==> src/rtl/axi_chk_fifo.sv <==
// Expected-beat FIFO for one AXI channel. A push while full is accepted only when a
// pop happens in the same cycle; otherwise the beat is dropped (reported by the parent).
module axi_chk_fifo #(
  parameter type         T     = logic,
  parameter int unsigned Depth = 64
) (
  input  logic clk_i,
  input  logic rst_ni,
  input  logic push_i,
  input  T     data_i,
  input  logic pop_i,
  output T     head_o,
  output logic full_o,
  output logic empty_o
);

  localparam int unsigned PtrW = (Depth > 1) ? $clog2(Depth) : 1;

  logic [PtrW-1:0] wr_ptr_q, wr_ptr_d, rd_ptr_q, rd_ptr_d;
  logic [PtrW:0]   cnt_q, cnt_d;
  logic            do_push, do_pop;
  T                mem_q [Depth];

  assign full_o  = (cnt_q == (PtrW+1)'(Depth));
  assign empty_o = (cnt_q == '0);
  assign do_pop  = pop_i & ~empty_o;
  assign do_push = push_i & (~full_o | do_pop);
  assign head_o  = mem_q[rd_ptr_q];

  always_comb begin
    wr_ptr_d = wr_ptr_q;
    rd_ptr_d = rd_ptr_q;
    if (do_push) wr_ptr_d = wr_ptr_q + 1'b1;
    if (do_pop)  rd_ptr_d = rd_ptr_q + 1'b1;
    cnt_d = cnt_q + (PtrW+1)'(do_push) - (PtrW+1)'(do_pop);
  end

  always_ff @(posedge clk_i or negedge rst_ni) begin
    if (!rst_ni) begin
      wr_ptr_q <= '0;
      rd_ptr_q <= '0;
      cnt_q    <= '0;
    end else begin
      wr_ptr_q <= wr_ptr_d;
      rd_ptr_q <= rd_ptr_d;
      cnt_q    <= cnt_d;
    end
  end

  // Storage carries no reset: an entry is only read once cnt_q says it was written.
  always_ff @(posedge clk_i) begin
    if (do_push) mem_q[wr_ptr_q] <= data_i;
  end

endmodule

==> config.mk <==
export PLATFORM = sky130hd
export DESIGN_NAME = axi_chk_fifo
export DESIGN_NICKNAME = d
export VERILOG_FILES = /design/src/rtl/axi_chk_fifo.sv
export SDC_FILE = /design/constraint.sdc
export NUM_CORES = 1
export LEC_CHECK = 0
export BUFFER_PORTS_ARGS = -buffer_cell sky130_fd_sc_hd__buf_4
export CAP_MARGIN = 5
export CORE_ASPECT_RATIO = 1.2
export CORE_MARGIN = 5
export CORE_UTILIZATION = 45
export DETAILED_ROUTE_END_ITERATION = 16
export SYNTH_ARGS = -nofsm -noshare
export SYNTH_HDL_FRONTEND = slang
export SYNTH_SLANG_ARGS = --single-unit
==> constraint.sdc <==
create_clock -name clk_i -period 3.93 [get_ports clk_i]
set_input_delay 0.5895 -clock clk_i [delete_from_list [all_inputs] [get_ports clk_i]]
set_output_delay 0.5895 -clock clk_i [all_outputs]
set_load 0.05 [all_outputs]
* Word-level counts from Yosys, hierarchy flattened
Memories as Yosys holds them, arrays and structs flattened.
Cells that the tools add are included.
** Storage, ports and cells
- Memories kept :: 1
- Memory bits (writable) :: 64
- Input port bits :: 5
- Register bits after elaboration :: 19
- Output and inout port bits :: 3
** Operators by class
- Reduce and logical (&&, ||, !) cells :: 1
- Bitwise operators :: 5
- Muxes and demuxes :: 2
- Equal/unequal tests :: 1
- $add $sub $neg :: 4
** Memory list
- mem_q :: depth 64, bits a word 1, rd ports 1, clocked after Yosys merged registers in 0, wr ports 1, RTL line 22 : T mem_q [Depth];
** Operators with widths (count)
- $add 6x1->6 const B :: 2
- $add 7x1->7 :: 1
- $eq 7x7->1 const B :: 1
- $logic_not 7->1 :: 1
- $sub 7x1->7 :: 1
- $and 1x1->1 :: 2
- $mux 1 :: 2
- $not 1->1 :: 2
- $or 1x1->1 :: 1

* Depth between registers and ports, before layout
- Word-level depth :: 7
- Mapped depth :: 17

* Worst setup path after synthesis
OpenSTA, ideal clock, no wires.
- Path type :: register -> register
- Start :: register cnt_q[2]
- End :: register cnt_q[6]
- Setup slack :: 0.305 ns
- Buffers on the path :: 1
- Data required time :: 3.805 ns
- Setup time :: 0.125 ns
- Arrival time :: 3.500 ns
- Cell stages (with the launch flop) :: 18
- Cell sequence :: dfrtp_1 inv_1 ha_1 nor4bb_1 nor2b_1 nor2b_1 clkbuf_1 ha_1 inv_1 ha_1 inv_1 fa_1 nand2b_1 a21oi_1 o21ai_0 a21oi_1 nor2_1 xnor2_1
** Between the ends
- Word-level cells in the longest chain between the ends :: 7
** RTL lines
- from (decl) :: RTL line 20 : logic [PtrW:0] cnt_q, cnt_d;
- from (signal assigned) :: RTL line 46 : cnt_q <= cnt_d;
- $logic_not 7->1 (*) :: RTL line 25 : assign empty_o = (cnt_q == '0);
- via empty_o :: RTL line 14 : output logic empty_o
- $not 1->1 (*) :: RTL line 26 : assign do_pop = pop_i & ~empty_o;
- $and 1x1->1 (*) :: RTL line 26
- via do_pop :: RTL line 21 : logic do_push, do_pop;
- $or 1x1->1 :: RTL line 27 : assign do_push = push_i & (~full_o | do_pop);
- $and 1x1->1 :: RTL line 27
- $add 7x1->7 :: RTL line 35 : cnt_d = cnt_q + (PtrW+1)'(do_push) - (PtrW+1)'(do_pop);
- $sub 7x1->7 (*) :: RTL line 35
- via cnt_d[6] :: RTL line 20
Mark *: on every way through the listed nets, which the timed path passes. The rest lies on a longest branch.
A chain may end at the register's enable or synchronous reset.

* Worst setup path after layout
- Start :: register cnt_q[2]
- End :: register cnt_q[6]
** Between the ends
- Word-level cells in the longest chain between the ends :: 7
** RTL lines (RTL line)
- $logic_not 7->1 :: 25
- $not 1->1 :: 26
- $and 1x1->1 :: 26
- $or 1x1->1 :: 27
- $and 1x1->1 :: 27
- $add 7x1->7 :: 35
- $sub 7x1->7 (*) :: 35
- via cnt_d[6] :: 20
Marks and branches as above.

==> results by group <==
Synthesis
  • Syn avg cell area: 13.3 µm²
  • Register area share after synthesis: 0.620
  • Number of synthesized register bits: 83
  • Main area contributors after synthesis: edfxtp_1 (50%), dfrtp_1 (12%), nor2_1 (6.9%)
  • Yosys top cell by area: edfxtp_1
  • Syn nets: 308
  • Share of the synthesized area in the top cell type: 0.497
  • Ys Warns: 0
  • Post-synth cell types: 37
  • Syn Inst Count: 291
  • Mapped Area: 3870 µm²

Finish
  • Area growth syn-to-layout: 8.16%
  • Layout cell share with drive strength beyond 1: 0.127
  • Final Util: 0.494
  • Nets: 312
  • Filler Cell Count: 760
  • Diode count: 0

Route
  • Via Count: 2,180
  • Pre-Repair DR Iteration Count: 5
  • 1st-iter DRT viols: 172
  • DR WL/cell: 17.3 µm
  • DRC: 0
  • Via-to-Cell Ratio: 5.23
  • Post-DRT Antenna Nets: 0
  • Total routed wirelength: 7230 µm

Setup path
  • Worst EP arrival: 3.52 ns
  • Worst path required time: 4.17 ns
  • Crit. End Element: flop
  • CP startpoint kind: flop
  • Crit path max fanout: 8
  • WS Path Type: reg2reg

Min path
  • Hold WC Path Type: in2async

Global routing
  • Initial antenna violation count: 0
  • Total Routing Usage GR: 0.152
  • Congestion Overflow GR: 0
  • Maximum number of pins on one net before global-route repair: 65
  • First-pass GRT wire length: 11,800 µm
  • Vias in the first global route: 2,250

Die
  • Initial Util: 0.456
  • Row cnt: 37
  • Die width: 94.6 µm
  • Die Ht: 112 µm
  • Die area: 10,600 µm²
  • Core outline area: 8470 µm²
  • Num ports: 8

Clocking
  • Skew-Pair Late Insertion Delay: 0.35 ns
  • CTS buffer count: 9
  • Cts hold-fix bufs: 0
  • Reg clk slew, reported paths: 0.08 ns
  • Deepest clock path buffer count: 2
  • Clk root buf: clkbuf_8
  • Setup bufs post-CTS: 0
  • TritonCTS clock tree: yes
  • Post-cts resize count: 0
  • Clock Sinks: 83
  • H-tree depth: 3

Power
  • Worst vdd rail ir drop: 0.000432 V
  • Total power: 2.93 mW
  • LEAKAGE: 1.45 nW
  • Pwr Density: 701 nW/µm²

Timing
  • TNS Setup: 0 ns
  • Fmax: 0.305 GHz
  • Final hold vios: 0
  • Tcrit/Tclk final: 0.834
  • Setup Skew: 0.00493 ns
  • Slew at the pin closest to its max-slew limit: 0.746 ns
  • Setup violations, final: 0
  • RSZ-0062 raised after global routing: false
  • Final Slew Violations: 0
  • Final Critical Period: 3.28 ns
  • Slew headroom: 0.501

Run
  • Maxcap violations: 0

Placement
  • PortBufs: 7
  • GPL Wtd Cong: 0.741
  • Post-DP HPWL: 4460 µm

Status
  • Outcome: complete, no violations
==> layout by cell type, fill, tap and decap left out, types with 9 or more instances in the layout <==
cell	Yosys	layout
nand2_1	15	15
nand3_1	9	9
inv_1	13	13
buf_4	0	9
clkbuf_8	0	9
edfxtp_1	64	64
nor2_1	71	71
dfrtp_1	19	19
xnor2_1	11	11
ha_1	11	11
mux4_2	9	9
==> cell type report <==
| cell class | instances | area, µm² | share of cell area |
|---|---|---|---|
| Inverter | 13 | 48.8 | 0.0117 |
| Tap cell | 117 | 146 | 0.0350 |
| Timing Repair Buffer | 9 | 67.6 | 0.0162 |
| Sequential cell | 83 | 2400 | 0.573 |
| Clock inverter | 7 | 67.6 | 0.0162 |
| Multi-Input combinational cell | 179 | 1330 | 0.318 |
| Clock buffer | 9 | 124 | 0.0296 |
==> registers in the layout (all words and copies together), names as in the netlist <==
| name | cells |
|---|---|
| wr_ptr_q | 6 |
| mem_q | 64 |
| cnt_q | 7 |
| rd_ptr_q | 6 |
==> metrics by stage <==
| stage | area, µm² | hold slack [ns] | std cells | worst slack (ns) |
|---|---|---|---|---|
| 4_1_cts | 4180 | 0.100 | 417 | 0.619 |
| 3_3_place_gp | 3990 | 0.481 | 401 | 0.729 |
| 5_1_grt | 4180 | 0.110 | 417 | 0.342 |
| 6_report | 4180 | 0.100 | 417 | 0.653 |
| 3_5_place_dp | 3990 | 0.486 | 401 | 0.641 |
| 2_1_floorplan | 3870 | 0.294 | 291 | 0.305 |
==> cell families (layout without fill, tap and decap cells) <==
kind of cell,Yosys count,in the layout,synth area share
AO/OA/AOI/OAI,19,19,0.0314
buffers and inverters,29,38,0.0359
flip-flops,83,83,0.620
multiplexers,18,18,0.106
AND/OR/NAND/NOR,115,115,0.132
XOR/XNOR,15,15,0.0340
adder cells (fa/ha/maj),12,12,0.0408
==> Yosys cell counts, drive strengths merged <==
cell and count:
a22oi 3, a211oi 2, nand4 5, nor2 71, a21oi 7, a21o 1
inv 13, nand3 9, xnor2 11, fa 1, a31oi 1, or3b 2
nor2b 7, nand3b 2, nand2b 1, edfxtp 64, o21a 1, o21bai 1
ha 11, mux2 1, o21ai 3, or3 1, nor4bb 1, dfrtp 19
mux4 16, or2 1, buf 8, xor2 4, clkbuf 8, nand2 15
mux2i 1
==> per-layer routing <==
layer	part of all wire	global-route usage	wire length, µm
met5	0	0	0
met4	0.028	0.0722	202
met3	0.042	0.0318	305
met2	0.47	0.225	3380
met1	0.46	0.215	3340
==> power breakdown <==
group / internal [mW] / leakage [nW] / switching, mW / total, mW
Sequential: 1.07 / 0.802 / 0.195 / 1.27
Combinational: 0.481 / 0.558 / 0.578 / 1.06
Clock: 0.292 / 0.0947 / 0.309 / 0.600
Total: 1.85 / 1.45 / 1.08 / 2.93
==> path summary, 6_finish.rpt <==
check / startpoint / end / slack (ns) / cells past startpoint
max: cnt_q[2] / cnt_q[6] / 0.65 / 17
min: rst_ni / cnt_q[3] / 0.10 / 1
max reg2reg: cnt_q[2] / cnt_q[6] / 0.65 / 17
min reg2reg: rd_ptr_q[5] / rd_ptr_q[5] / 0.51 / 1
max in group asynchronous: rst_ni / rd_ptr_q[3] / 3.62 / 1
min in group clk_i: rd_ptr_q[5] / rd_ptr_q[5] / 0.51 / 1
==> critical path, cell delays in order (launching register included) <==
cell and delay [ns]:
dfrtp_1 0.39, inv_1 0.08, ha_1 0.14, nor4bb_1 0.34, nand2_1 0.12, o21a_1 0.27, inv_1 0.18, ha_1 0.25
inv_1 0.06, ha_1 0.15, inv_1 0.06, fa_1 0.39, nand2b_1 0.16, a21oi_1 0.17, o21ai_0 0.10, a21oi_1 0.15
nor2_1 0.06, xnor2_1 0.11
(Power assumes the default switching activity.)
